==> src/rtl/mips_pipe_pkg.sv <==
// Shared types and constants for the MIPS32 pipeline front end.
package mips_pipe_pkg;

    localparam int unsigned PC_W    = 32;
    localparam int unsigned INSTR_W = 32;

    localparam logic [PC_W-1:0]    PC_INC        = PC_W'(4);
    localparam logic [INSTR_W-1:0] NOP_INSTR_DEF = INSTR_W'(0);

    typedef enum logic [1:0] {
        FETCH    = 2'd0,
        REDIRECT = 2'd1,
        HOLD     = 2'd2
    } fetch_state_t;

    typedef struct packed {
        logic [INSTR_W-1:0] instr;
        logic [PC_W-1:0]    pc_plus4;
        logic               valid;
    } if_id_t;

    // Sequential next PC; wraps naturally at 32 bits.
    function automatic logic [PC_W-1:0] pc_seq(input logic [PC_W-1:0] pc);
        return pc + PC_INC;
    endfunction

endpackage

==> src/rtl/if_id_reg.sv <==
// IF/ID pipeline register: write-enable load, flush squashes to a NOP bubble.
module if_id_reg
    import mips_pipe_pkg::*;
#(
    parameter logic [INSTR_W-1:0] NOP_INSTR = NOP_INSTR_DEF
) (
    input  logic               clk,
    input  logic               rst_n,
    input  logic               we,
    input  logic               flush,
    input  logic [INSTR_W-1:0] d_instr,
    input  logic [PC_W-1:0]    d_pc_plus4,
    input  logic               d_valid,
    output logic [INSTR_W-1:0] q_instr,
    output logic [PC_W-1:0]    q_pc_plus4,
    output logic               q_valid
);

    if_id_t q;

    // Flush beats any load; a flushed slot keeps its pc_plus4.
    always_ff @(posedge clk or negedge rst_n) begin
        if (!rst_n) begin
            q.instr    <= NOP_INSTR;
            q.pc_plus4 <= '0;
            q.valid    <= 1'b0;
        end else if (flush) begin
            q.instr    <= NOP_INSTR;
            q.valid    <= 1'b0;
        end else if (we) begin
            q.instr    <= d_instr;
            q.pc_plus4 <= d_pc_plus4;
            q.valid    <= d_valid;
        end
    end

    assign q_instr    = q.instr;
    assign q_pc_plus4 = q.pc_plus4;
    assign q_valid    = q.valid;

endmodule

==> src/rtl/if_fetch_stage.sv <==
// Instruction fetch: PC, next-PC select, imem handshake FSM, one-entry fetch
// buffer and the IF/ID register feeding decode.
module if_fetch_stage
    import mips_pipe_pkg::*;
#(
    parameter logic [PC_W-1:0]    RESET_PC  = 32'h0000_0000,
    parameter logic [INSTR_W-1:0] NOP_INSTR = NOP_INSTR_DEF
) (
    input  logic               clk,
    input  logic               rst_n,
    input  logic               PCWrite_in,
    input  logic               IF_ID_write_in,
    input  logic               flush_in,
    input  logic               branch_taken_in,
    input  logic [PC_W-1:0]    branch_target_in,
    input  logic               jump_in,
    input  logic [PC_W-1:0]    jump_target_in,
    output logic               imem_req_out,
    output logic [PC_W-1:0]    imem_addr_out,
    input  logic               imem_ready_in,
    input  logic [INSTR_W-1:0] imem_rdata_in,
    output logic [INSTR_W-1:0] IF_ID_instr_out,
    output logic [PC_W-1:0]    IF_ID_pc_plus4_out,
    output logic               IF_ID_valid_out,
    output logic               fetch_stall_out
);

    fetch_state_t       state_q, state_d;
    logic [PC_W-1:0]    pc_q, pc_d;
    logic [PC_W-1:0]    pend_q, pend_d;
    logic [INSTR_W-1:0] buf_q, buf_d;
    logic               started_q;

    logic               redirect;
    logic [PC_W-1:0]    target;
    logic [PC_W-1:0]    pc_plus4;
    logic               deliver;
    logic [INSTR_W-1:0] deliver_instr;
    logic [INSTR_W-1:0] ifid_d_instr;
    logic [PC_W-1:0]    ifid_d_pc_plus4;

    assign redirect = PCWrite_in & (jump_in | branch_taken_in);
    assign target   = jump_in ? jump_target_in : branch_target_in;
    assign pc_plus4 = pc_seq(pc_q);

    // Holds off the first request until one edge after reset release.
    always_ff @(posedge clk or negedge rst_n) begin
        if (!rst_n) begin
            started_q <= 1'b0;
        end else begin
            started_q <= 1'b1;
        end
    end

    always_ff @(posedge clk or negedge rst_n) begin
        if (!rst_n) begin
            state_q <= FETCH;
            pc_q    <= RESET_PC;
            pend_q  <= RESET_PC;
            buf_q   <= NOP_INSTR;
        end else begin
            state_q <= state_d;
            pc_q    <= pc_d;
            pend_q  <= pend_d;
            buf_q   <= buf_d;
        end
    end

    always_comb begin
        state_d       = state_q;
        pc_d          = pc_q;
        pend_d        = pend_q;
        buf_d         = buf_q;
        deliver       = 1'b0;
        deliver_instr = buf_q;
        if (started_q) begin
            case (state_q)
                FETCH: begin
                    if (imem_ready_in) begin
                        if (redirect) begin
                            pc_d = target;
                        end else if (PCWrite_in && IF_ID_write_in) begin
                            deliver       = 1'b1;
                            deliver_instr = imem_rdata_in;
                            pc_d          = pc_plus4;
                        end else begin
                            buf_d   = imem_rdata_in;
                            state_d = HOLD;
                        end
                    end else if (redirect) begin
                        pend_d  = target;
                        state_d = REDIRECT;
                    end
                end
                REDIRECT: begin
                    // The newest redirect wins, even on the ready cycle.
                    if (redirect) begin
                        pend_d = target;
                    end
                    if (imem_ready_in) begin
                        pc_d    = redirect ? target : pend_q;
                        state_d = FETCH;
                    end
                end
                HOLD: begin
                    if (redirect) begin
                        pc_d    = target;
                        state_d = FETCH;
                    end else if (PCWrite_in && IF_ID_write_in) begin
                        deliver = 1'b1;
                        pc_d    = pc_plus4;
                        state_d = FETCH;
                    end
                end
                default: begin
                    state_d = FETCH;
                end
            endcase
        end
    end

    // Any IF/ID write without a delivered instruction becomes a bubble.
    assign ifid_d_instr    = deliver ? deliver_instr : NOP_INSTR;
    assign ifid_d_pc_plus4 = deliver ? pc_plus4 : IF_ID_pc_plus4_out;

    if_id_reg #(
        .NOP_INSTR (NOP_INSTR)
    ) u_if_id_reg (
        .clk        (clk),
        .rst_n      (rst_n),
        .we         (IF_ID_write_in),
        .flush      (flush_in),
        .d_instr    (ifid_d_instr),
        .d_pc_plus4 (ifid_d_pc_plus4),
        .d_valid    (deliver),
        .q_instr    (IF_ID_instr_out),
        .q_pc_plus4 (IF_ID_pc_plus4_out),
        .q_valid    (IF_ID_valid_out)
    );

    assign imem_req_out    = started_q && (state_q != HOLD);
    assign imem_addr_out   = pc_q;
    assign fetch_stall_out = imem_req_out && !imem_ready_in;

endmodule

==> config.mk <==
export PLATFORM = sky130hd
export DESIGN_NAME = if_fetch_stage
export DESIGN_NICKNAME = d
export VERILOG_FILES = /design/src/rtl/mips_pipe_pkg.sv /design/src/rtl/if_id_reg.sv /design/src/rtl/if_fetch_stage.sv
export SDC_FILE = /design/constraint.sdc
export NUM_CORES = 1
export LEC_CHECK = 0
export ABC_AREA = 1
export CAP_MARGIN = 15
export CORE_MARGIN = 1.5
export CORE_UTILIZATION = 51
export CTS_CLUSTER_SIZE = 30
export DETAILED_ROUTE_END_ITERATION = 10
export PLACE_DENSITY_LB_ADDON = 0.25
export SYNTH_ARGS = -nofsm -noshare
export SYNTH_HDL_FRONTEND = slang
export SYNTH_SLANG_ARGS = --single-unit
==> constraint.sdc <==
create_clock -name clk -period 2.6 [get_ports clk]
set_clock_uncertainty 0.1 [all_clocks]
set_input_delay 0.52 -clock clk [delete_from_list [all_inputs] [get_ports clk]]
set_output_delay 0.52 -clock clk [all_outputs]
set_load 0.005 [all_outputs]
# == After elaboration in Yosys (flattened, before gate mapping) ==
# Cells that the tools add are included.
# Widths: inputs -> output; s select.
# totals
ram_bits,0
ff_bits,164
wordCells,69
in_bits,104
latchBits,0
memories,0
mem_bits_ro,0
out_inout_bits,99
# op_classes
n_eq_ne,10
shift,0
mux,32
div,0
n_lt_le_gt_ge,0
reduce_logical,13
multipliers,0
n_addsub,1
bitwise_logic,5
# ops
cell,count
$mux 32,15
$pmux 32 s3,1
$mux 65,1
$pmux 32 s2,1
$add 32x3->32 const B,1
$mux 2,7
$ne 3x3->1 const B,4
$ne 2x2->1 const B,4
$pmux 2 s3,1
$reduce_and 3->1,2
$reduce_and 6->1,1
$mux 1,5
$reduce_and 5->1,1
$reduce_and 4->1,1
$reduce_bool 2->1,2
$logic_and 1x1->1,3
$not 1->1,3
$reduce_bool 3->1,1
$eq 2x1->1 const B,1
$eq 2x2->1 const B,1
$logic_not 2->1,1
$pmux 1 s2,1
$and 1x1->1,1
$logic_not 1->1,1
$or 1x1->1,1

# == Longest topological paths before layout ==
# Gate-level depths: netlist (run 1).
# logic_depth
word_depth,9
mapped_depth,10
ltp_nobuf,10

# == Hierarchy ==
# A second synthesis (run 1) with hierarchy kept.
# hier_totals
cells_unflattened,1260
hier_area_um2,9072.5
# modules_own_cells
mod,seq_area_each_um2,n_inst,area_each_um2,cells_each
if_fetch_stage,2477.4,1,6516.2,977
if_id_reg,1626.6,1,2556.2,283

# == Worst setup path before layout (run 1) ==
# OpenSTA, ideal clock, no wires.
# synth_path
path_type,register to register
startpoint,"reg pc_q[2], in the netlist imem_addr_out[2]"
endpoint,"reg pc_q[22], in the netlist imem_addr_out[22]"
t_arrival_ns,1.559
n_path_buf,0
slack_ns,0.864
required_time_ns,2.423
setup_ns,0.077
synth_period_minus_slack_ns,1.736
path_stages_with_launch,8
path_cell_list,dfrtp_1 > ha_1 > nand3_1 > nor2_2 > nand3_1 > o21bai_1 > nand3_1 > a21oi_1
# synth_between
elab_chain_cells,5
# synth_rtl
item,line_no,source
from (decl),if_fetch_stage.sv:29,"logic [PC_W-1:0] pc_q, pc_d;"
from (signal assigned),if_fetch_stage.sv:63,pc_q <= pc_d;
$add 32x3->32 *,mips_pipe_pkg.sv:24,return pc + PC_INC;
$mux 32 *,"if_fetch_stage.sv:82, if_fetch_stage.sv:109",
$mux 32 *,if_fetch_stage.sv:80,if (redirect) begin
$mux 32,if_fetch_stage.sv:79,if (imem_ready_in) begin
$pmux 32 s3 *,if_fetch_stage.sv:77,case (state_q)
# Mark *: on every way between the ends. The rest lies on a longest branch, timed or not. The select of a mux whose other input is x is not followed.
# A chain may end at the register's enable or synchronous reset.

# == Final worst setup path (run 1) ==
# layout_path
startpoint,reg state_q[1]
endpoint,out fetch_stall_out
# layout_between
elab_chain_cells,3
# layout_rtl
item,line_no,source
from (decl),if_fetch_stage.sv:28,"fetch_state_t state_q, state_d;"
from (signal assigned),if_fetch_stage.sv:62,state_q <= state_d;
$ne 2x2->1,if_fetch_stage.sv:141,assign imem_req_out = started_q && (state_q != HOLD);
$logic_and 1x1->1,if_fetch_stage.sv:141,
$logic_and 1x1->1,if_fetch_stage.sv:143,assign fetch_stall_out = imem_req_out && !imem_ready_in;
to (decl),if_fetch_stage.sv:25,output logic fetch_stall_out
# Every way passes these cells.

==> impl_results.md, run 1 <==
- Finished Cell Area: 11400 µm²
- Post-synth EDFFs: 0
- Combinational share of power: 0.376
- Syn Nets: 1268
- Initial Utilization: 0.518
- Internal Power: 0.00679 W
- Kind of end point of the critical path: output pin
- Top cells by area, synth: dfrtp_1 48%, nand2_1 20%, o21ai_0 5.6%
- Post-synthesis mux area share: 0.00924
- Hold Vio Cnt, Final: 0
- Die footprint: 17500 µm²
- Synth Area in Simple Gates: 0.293
- Final Slew Violations: 0
- Worst slew margin: 0.541
- Placer Congestion: 0.943
- Crit-path max FO: 4
- Prevailing post-synth register cell: dfrtp_1
- Number of diodes: 0
- Psw: 0.00416 W
- Sequential Power Share: 0.400
- Crit path launch type: register
- Clk root buf: clkbuf_16
- Clk sinks: 164
- Initial DRC Count: 641
- # port buffers: 202
- Total Nets Final: 1457
- Row count: 47
- Worst R2R Path Depth: 7
- Area grow syn2layout: 33.8%
- Layout filler cell count: 1390
- Post-synth top area share: 0.481
- Max IR drop VDD: 0.593 mV
- CP arrival: 1.72 ns
- Post-synth top area cell: dfrtp_1
- Max-cap violations: 0
- Clk_lat worst skew: 0.43 ns
- Yosys cell types: 35
- Setup_tns: 0 ns
- Hold Path Class: reg -> reg
- Routed vias: 8302
- Layout Utilization: 0.693
- Most frequent cells after synthesis: 444 x nand2_1, 164 x dfrtp_1, 116 x nor2_1, 99 x inv_1, 96 x o21ai_0
- Post-cts resize count: 0
- Status: completed
- Mean routed wirelength per cell: 15.0 µm
- Clock Pin Slew Worst Setup and Hold Paths: 0.07 ns
- Die Span X: 132 µm
- DRT Pass-1 Iters: 5
- Clock buffer depth: 2
- Most frequent cell after synthesis: nand2_1
- Worst slew pin tran: 0.688 ns
- Area after DPL: 10800 µm²
- DRT antenna net count: 0
- Adder-cell share of the synthesized area: 0.00147
- Initial antenna violation count: 0
- Gr usage total: 0.278
- Boundary Pins: 203
- FF+latch count, synth: 164
- Max Freq: 428 MHz
- Dpl ws: 0.162 ns
- Core box area: 16500 µm²
- Avg Cell Area, Syn: 7.33 µm²
- Synth Area in Compound Gates: 0.124
- Internal reg-to-reg setup slack: 0.57 ns
- Final Critical Period: 2.34 ns
- Sw Ratio: 0.380
- Pwr/cell area: 960 nW/µm²
- WHS Path Cells: 2
- Ratio of final minimum period to clock period: 0.899
- Leakage: 5.53 nW
- TritonCTS clock tree: done
- Via density: 5.24
- GR Overflow Total: 0
- Share of layout cells above drive strength 1: 0.0587
- RSZ-0062 raised after global routing: false
- Post-layout power: 0.0110 W
- Clk pwr share: 0.224
- Ys Warns: 0
- Total CTS buffers: 17
- Largest net degree at the start of global routing: 65
- Sequential area share after synthesis: 0.481
- Crit path kind: reg -> out
- Final worst setup slack: 0.263 ns
- DP Wirelength: 17200 µm
- Register area: 4100 µm²
- Number of endpoints failing setup at the final stage: 0
- Final wirelength: 23800 µm
- Post-synthesis xor/xnor area fraction: 0.0123
- Mapped Cells: 1163
- Mapped Area: 8530 µm²
- Data required time of the critical path: 1.98 ns
- Area of the multi-input gates: 3760 µm²
- DR DRC count: 0
- Asr flop ratio synth: 1.00
- Largest family of logic cells by synthesized area: simple AND/OR/NAND/NOR gates
- Vias in the first global route: 7753
- Die Height: 132 µm
- First-pass GRT wire length: 38900 µm
- CTS HTree Levels: 4
==> cell type report <==
cell class                 count  area share
tap                          220      0.0241
sequential                   164       0.360
clock inverter                14      0.0127
timing repair buffer         228       0.203
clock buffer                  17      0.0373
multi-input combinational    839       0.330
inverter                     102      0.0336
==> registers in the layout, summed over array words and instances (netlist names) <==
signal and cells:
u_if_id_reg.q_instr 32, u_if_id_reg.q_pc_plus4 32, pend_q 32, imem_addr_out 32, u_if_id_reg.q_valid 1, buf_q 32
started_q 1, state_q 2
==> power groups by stage <==
stage	logic (W)	clock network (W)	registers (W)
CTS	0.00412	0.00248	0.00436
global route	0.00457	0.00259	0.00449
global placement	0.00399	0	0.00437
detailed placement	0.00409	0	0.00440
finish	0.00412	0.00246	0.00438
floorplan	0.00215	0	0.00419
==> what timing repair did <==
action,CTS,global route
hold buffers,1,0
endpoints found under the hold margin,50,0
setup buffers,0,0
==> per-layer routing <==
layer,vias up,part of all wire,global-route usage
met5,-,0,0
met4,0,0.027,0.103
met3,47,0.067,0.0500
met2,335,0.48,0.455
met1,3834,0.43,0.373
li1,4086,-,-
==> worst paths after layout <==
| kind | from | endpoint |
|---|---|---|
| min in group asynchronous | rst_n | u_if_id_reg.q_instr[11]$_DFFE_PN0P_ |
| max in group asynchronous | rst_n | imem_addr_out[18]$_DFFE_PN0P_ |
| worst max register to register | imem_addr_out[3]$_DFFE_PN0P_ | imem_addr_out[22]$_DFFE_PN0P_ |
| worst max-delay path | state_q[1]$_DFFE_PN0P_ | fetch_stall_out |
| worst min-delay path | u_if_id_reg.q_pc_plus4[11]$_DFFE_PN0P_ | u_if_id_reg.q_pc_plus4[11]$_DFFE_PN0P_ |
| worst min register to register | u_if_id_reg.q_pc_plus4[11]$_DFFE_PN0P_ | u_if_id_reg.q_pc_plus4[11]$_DFFE_PN0P_ |
==> critical path, cell delays in order (launching register included) <==
cell and delay, ns:
dfrtp_1 0.39, inv_1 0.14, nor2_1 0.09, nor3_1 0.14
clkdlybuf4s50_1 0.53
==> cell families (layout without fill, tap and decap cells) <==
kind of cell / count (synthesis) / in the layout
mux: 7 / 7
other cells: 1 / 1
buf+inv: 160 / 361
compound gates: 185 / 185
fa+ha+maj: 1 / 1
xor+xnor: 12 / 12
flops: 164 / 164
simple gates: 633 / 633
==> per-stage QoR <==
step | instances | hold WS, ns
2_1_floorplan | 1163 | 0.124
3_3_place_gp | 1552 | 0.357
3_5_place_dp | 1552 | 0.359
4_1_cts | 1584 | 0.377
5_1_grt | 1584 | 0.404
6_report | 1584 | 0.372
==> cell usage in the layout (no fill, tap or decap), drive strengths merged, types with 4 or more instances in the layout <==
cell           instances
a21oi                 23
a31oi                  8
buf                   27
clkbuf                17
clkdlybuf4s50        200
dfrtp                164
inv                  109
mux2                   7
nand2                447
nand3                 45
nand4                  5
nor2                 121
nor3                  13
o211ai                36
o21ai                111
o22ai                  4
xnor2                  5
xor2                   7
Note: power is estimated with default switching activity, not from simulation.
==> run 2, diff against run 1 <==
Settings changed: ABC_AREA 1 to not set, SKIP_LAST_GASP set to 1.
==> run 2 against run 1 <==
Effect of this change:
- core utilization rose by 2.8 points
- largest cell class unchanged
- largest power group unchanged
- via count fell by 18%
- final area fell by 3.3%
- first-iteration DRC count fell by 25%
- sequential power fell by 15%
- sequential cell count did not move
- final cell count fell by 22%
- critical path depth fell by 1
==> impl_results.md, run 2 <==
- Placed cell count: 1201
- Clk_lat worst skew: 0.43 ns
- Final Slew Violations: 0
- Kind of end point of the critical path: output pin
- FF+latch count, synth: 164
- Post-cts resize count: 0
- Initial DRC Count: 479
- Adder-cell share of the synthesized area: 0.00155
- Synth Area in Simple Gates: 0.137
- Status: completed
- Placer Congestion: 0.870
- Yosys cell types: 59
- Most frequent cells in the layout: 200 x clkdlybuf4s50_1, 164 x dfrtp_1, 109 x o21ai_0, 89 x nand2_1, 64 x mux2i_1
- Max-cap violations: 0
- DRT antenna net count: 0
- Ratio of final minimum period to clock period: 0.927
- WHS Path Cells: 2
- Crit-path max FO: 11
- Mean routed wirelength per cell: 16.4 µm
- Mapped Area: 8060 µm²
- Mapped Cells: 817
- TritonCTS clock tree: done
- # port buffers: 202
- Clk sinks: 164
- Hold_ws: 0.375 ns
- Prevailing post-synth register cell: dfrtp_1
- Worst slew margin: 0.585
- Gr usage total: 0.249
- Worst slew pin tran: 0.616 ns
- Post-synth top area share: 0.509
- Max IR drop VDD: 0.560 mV
- Area grow syn2layout: 36.9%
- Vias in the first global route: 6263
- Post-Layout Cell Count: 1234
- Register area: 4100 µm²
- Worst R2R Path Depth: 8
- Row count: 45
- Post-synth EDFFs: 0
- Avg Cell Area, Syn: 9.87 µm²
- Die Height: 129 µm
- Data required time of the critical path: 1.98 ns
- Initial Utilization: 0.526
- DR DRC count: 0
- Number of diodes: 0
- Sequential area share after synthesis: 0.509
- Most frequent cell after synthesis: dfrtp_1
- Post-synthesis xor/xnor area fraction: 0.0304
- Hold Path Class: reg -> reg
- Total CTS buffers: 17
- Setup_tns: 0 ns
- Top cells by area, synth: dfrtp_1 51%, mux2i_1 7.9%, o21ai_0 6.8%
- Hold Vio Cnt, Final: 0
- Post-synthesis mux area share: 0.130
- Most common cell after layout, fill and taps aside: clkdlybuf4s50_1
- Internal reg-to-reg setup slack: 0.45 ns
- Largest family of logic cells by synthesized area: compound AO/OA/AOI/OAI gates
- Number of endpoints failing setup at the final stage: 0
- Die footprint: 16600 µm²
- Asr flop ratio synth: 1.00
- Largest net degree at the start of global routing: 92
- DRT Pass-1 Iters: 6
- Final wirelength: 20300 µm
- Routed vias: 6828
- Clock buffer depth: 2
- Total Nets Final: 1115
- GR Overflow Total: 0
- RSZ-0062 raised after global routing: false
- Die Span X: 129 µm
- Area of the multi-input gates: 3700 µm²
- Most frequent cells after synthesis: 164 x dfrtp_1, 110 x o21ai_0, 89 x nand2_1, 64 x mux2i_1, 63 x nor2_1
- Post-synth top area cell: dfrtp_1
- CTS HTree Levels: 4
- Via density: 5.53
- First-pass GRT wire length: 32000 µm
- Hold-fix buffers at CTS: 1
- Pwr/cell area: 765 nW/µm²
- Leakage: 4.71 nW
- Share of layout cells above drive strength 1: 0.113
- Crit path launch type: register
- Core box area: 15300 µm²
- Clock Pin Slew Worst Setup and Hold Paths: 0.06 ns
- Boundary Pins: 203
- Final Critical Period: 2.41 ns
- Post-CTS Setup Inserts: 0
- Max Freq: 415 MHz
- Synth Area in Compound Gates: 0.155
- Ys Warns: 0
- CP arrival: 1.79 ns
- Syn Nets: 922
- Crit path kind: reg -> out
- Layout filler cell count: 1177
- Initial antenna violation count: 0
- DP Wirelength: 14600 µm
- Clk root buf: clkbuf_16
run 2: worst max-delay path: stages, from the launching register on:
cell and delay [ns]:
dfrtp_1 0.54, o21a_1 0.20, nor2b_1 0.13, clkdlybuf4s50_1 0.51
run 2: area by class of cell:
type                            instances  area share
Inverter                                7     0.00238
Clock inverter                         13      0.0121
Timing Repair Buffer                  235       0.216
Multi-Input combinational cell        585       0.335
Sequential cell                       164       0.372
Clock buffer                           19      0.0392
Tap cell                              211      0.0239
run 2: cell families (layout without fill, tap and decap cells):
group                    Yosys count  count (layout)
AO/OA/AOI/OAI                    221             221
multiplexers                     100             100
AND/OR/NAND/NOR                  234             234
other                              1               1
XOR/XNOR                          28              28
flip-flops                       164             164
adder cells (fa/ha/maj)            1               1
buffers and inverters             68             274
run 2: per-layer routing:
layer	up-vias	global-route usage	routed length (µm)
met1	3245	0.353	9110
met5	-	0	0
met2	266	0.375	9310
met3	30	0.0557	1420
li1	3287	-	-
met4	0	0.0939	409
run 2: path summary, 6_finish.rpt:
path / from / to
setup / recovery: started_q$_DFF_PN0_ / fetch_stall_out
hold / removal: u_if_id_reg.q_instr[18]$_DFFE_PN0P_ / u_if_id_reg.q_instr[18]$_DFFE_PN0P_
setup reg to reg: imem_addr_out[3]$_DFFE_PN0P_ / imem_addr_out[14]$_DFFE_PN0P_
hold reg to reg: u_if_id_reg.q_instr[18]$_DFFE_PN0P_ / u_if_id_reg.q_instr[18]$_DFFE_PN0P_
max in group asynchronous: rst_n / u_if_id_reg.q_pc_plus4[5]$_DFFE_PN0P_
min in group asynchronous: rst_n / u_if_id_reg.q_instr[23]$_DFFE_PN0P_
run 2: power breakdown:
| group | switching, W | internal [W] | total, W |
|---|---|---|---|
| clock network | 0.00102 | 0.00141 | 0.00242 |
| logic | 0.000990 | 0.00129 | 0.00228 |
| registers | 0.000585 | 0.00315 | 0.00374 |
| total | 0.00259 | 0.00586 | 0.00845 |
run 2: per-stage QoR:
step / total power, W / cell area (µm²) / util / worst slack [ns]
4_1_cts: 0.00849 / 11000 / 0.721 / 0.162
3_3_place_gp: 0.00595 / 10500 / 0.683 / 0.138
6_report: 0.00845 / 11000 / 0.721 / 0.190
5_1_grt: 0.00888 / 11000 / 0.721 / 0.0989
3_5_place_dp: 0.00605 / 10500 / 0.683 / 0.0396
2_1_floorplan: 0.00482 / 8060 / - / 0.535
==> run 3, diff against run 2 <==
--- a/config.mk
+++ b/config.mk
@@ -6,5 +6,5 @@
 export NUM_CORES = 1
 export LEC_CHECK = 0
-export CAP_MARGIN = 15
+export CAP_MARGIN = 20
 export CORE_MARGIN = 1.5
 export CORE_UTILIZATION = 51
==> constraint.sdc (replaced) <==
create_clock -name clk -period 2.6 [get_ports clk]
set_clock_uncertainty 0.1 [all_clocks]
set_input_delay 0.52 -clock clk [delete_from_list [all_inputs] [get_ports clk]]
set_output_delay 0.52 -clock clk [all_outputs]
set_load 0.1 [all_outputs]
==> run 3 against run 2 <==
Effect of this change:
- power increased by 21%
- sequential cell count did not move
- first-iteration DRC count grew 2.3%
- sequential power about the same
- wire length fell by 0.30%
- setup slack gained 0.14 ns
- non-clock buffer count down 1
- via count shrank 0.22%
- sequential share of layout area grew 0.90 points
- largest cell class unchanged
- largest power group is now combinational logic
==> impl_results.md, run 3 (synthesized netlist as in run 2, its figures left out) <==
- CTS HTree Levels: 4
- # port buffers: 202
- Final wirelength: 20200 µm
- Number of endpoints failing setup at the final stage: 0
- Crit-path max FO: 8
- Hold Path Class: reg -> reg
- RSZ-0062 raised after global routing: false
- Row count: 45
- Placer Congestion: 0.857
- Post-CTS Setup Inserts: 0
- Vias in the first global route: 6317
- Pwr/cell area: 945 nW/µm²
- Boundary Pins: 203
- Final worst setup slack: 0.334 ns
- Worst slew margin: 0.593
- Data required time of the critical path: 2.81 ns
- Final Critical Period: 2.27 ns
- Worst slew pin tran: 0.605 ns
- Gr usage total: 0.251
- Clk sinks: 164
- Via density: 5.53
- Leakage: 4.88 nW
- Initial antenna violation count: 0
- Routed vias: 6813
- Status: completed
- Crit path kind: reg -> reg
- Layout filler cell count: 1230
- Number of diodes: 0
- Core box area: 15300 µm²
- Total Nets Final: 1114
- Crit path launch type: register
- Die footprint: 16600 µm²
- Area of the multi-input gates: 3700 µm²
- DRT Pass-1 Iters: 5
- Internal reg-to-reg setup slack: 0.33 ns
- TritonCTS clock tree: done
- Layout Utilization: 0.705
- Die Height: 129 µm
- DRT antenna net count: 0
- Kind of end point of the critical path: register
- Initial Utilization: 0.526
- Die Span X: 129 µm
- Dpl ws: 0.0689 ns
- Max IR drop VDD: 0.587 mV
- Register area: 4110 µm²
- Most common cell after layout, fill and taps aside: dfrtp_1
- Largest net degree at the start of global routing: 65
- Share of layout cells above drive strength 1: 0.217
- Total CTS buffers: 17
- Max-cap violations: 0
- Final Slew Violations: 0
- Clk_lat worst skew: 0.42 ns
- Clock Pin Slew Worst Setup and Hold Paths: 0.06 ns
- DP Wirelength: 14700 µm
- GR Overflow Total: 0
- Setup_tns: 0 ns
- DR DRC count: 0
- Hold Vio Cnt, Final: 0
- CP arrival: 2.47 ns
- Mean routed wirelength per cell: 16.4 µm
- Most frequent cells in the layout: 158 x dfrtp_1, 120 x buf_4, 109 x o21ai_0, 101 x clkdlybuf4s50_1, 89 x nand2_1
- Ratio of final minimum period to clock period: 0.871
- Area grow syn2layout: 33.9%
- Max Freq: 441 MHz
- Initial DRC Count: 490
- Clock buffer depth: 2
- Clk root buf: clkbuf_16
- First-pass GRT wire length: 32300 µm
## run 3: changes by cell type in the layout (fill, tap and decap cells not counted), moves of 3 or more
cell	delta
clkdlybuf4s50_1	-99
buf_4	+97
dfrtp_1	-6
dfrtp_2	+6
clkbuf_8	+3
## run 3: cell type report
class,instances,area share
flip-flops and latches,164,0.381
multi-input cells,585,0.343
repair buffers,234,0.198
clock buffers,21,0.0436
well taps,211,0.0245
clock inverters,10,0.00753
inverters,7,0.00243
## run 3: timing repair
action / 4_1_cts / 5_1_grt
endpoints found under the hold margin: 42 / 0
endpoints found under the setup margin: 0 / 0
resized for setup: 0 / 0
hold buffers: 1 / 0
## run 3: layer usage
layer / GRT usage / share of wire / wire (µm)
met1: 0.354 / 0.45 / 9160
met2: 0.372 / 0.45 / 9120
met3: 0.0607 / 0.072 / 1450
met4: 0.101 / 0.023 / 465
met5: 0 / 0 / 0
## run 3: where the power goes
part           internal (W)  total, W  switching (W)  leakage, nW
combinational       0.00118   0.00409        0.00291         2.55
clock               0.00138   0.00234       0.000968        0.278
sequential          0.00316   0.00377       0.000608         2.05
total               0.00572    0.0102        0.00449         4.88
## run 3: worst max-delay path: stages, from the launching register on
cell and delay (ns):
dfrtp_2 0.45, ha_1 0.27, nand3_1 0.25, or3_1 0.43, nor3_1 0.35, o21ai_0 0.16, o2bb2ai_1 0.14
## run 3: path summary, 6_finish.rpt
kind / startpoint / endpoint / depth (start not counted)
max in group asynchronous: rst_n / u_if_id_reg.q_pc_plus4[14]$_DFFE_PN0P_ / 3
min in group asynchronous: rst_n / u_if_id_reg.q_instr[19]$_DFFE_PN0P_ / 2
worst min-delay path: u_if_id_reg.q_pc_plus4[7]$_DFFE_PN0P_ / u_if_id_reg.q_pc_plus4[7]$_DFFE_PN0P_ / 2
worst min register to register: u_if_id_reg.q_pc_plus4[7]$_DFFE_PN0P_ / u_if_id_reg.q_pc_plus4[7]$_DFFE_PN0P_ / 2
worst max-delay path: imem_addr_out[2]$_DFFE_PN0P_ / imem_addr_out[26]$_DFFE_PN0P_ / 6
worst max register to register: imem_addr_out[2]$_DFFE_PN0P_ / imem_addr_out[26]$_DFFE_PN0P_ / 6
## run 3: stage by stage
step | cell area [µm²] | total power [W] | hold WS (ns) | std cells
after floorplan | 8080 | 0.00674 | 0.124 | 817
after global placement | 10200 | 0.00779 | 0.362 | 1200
after detailed placement | 10200 | 0.00789 | 0.372 | 1200
after CTS | 10800 | 0.0102 | 0.385 | 1232
after global routing | 10800 | 0.0107 | 0.404 | 1232
final | 10800 | 0.0102 | 0.380 | 1232
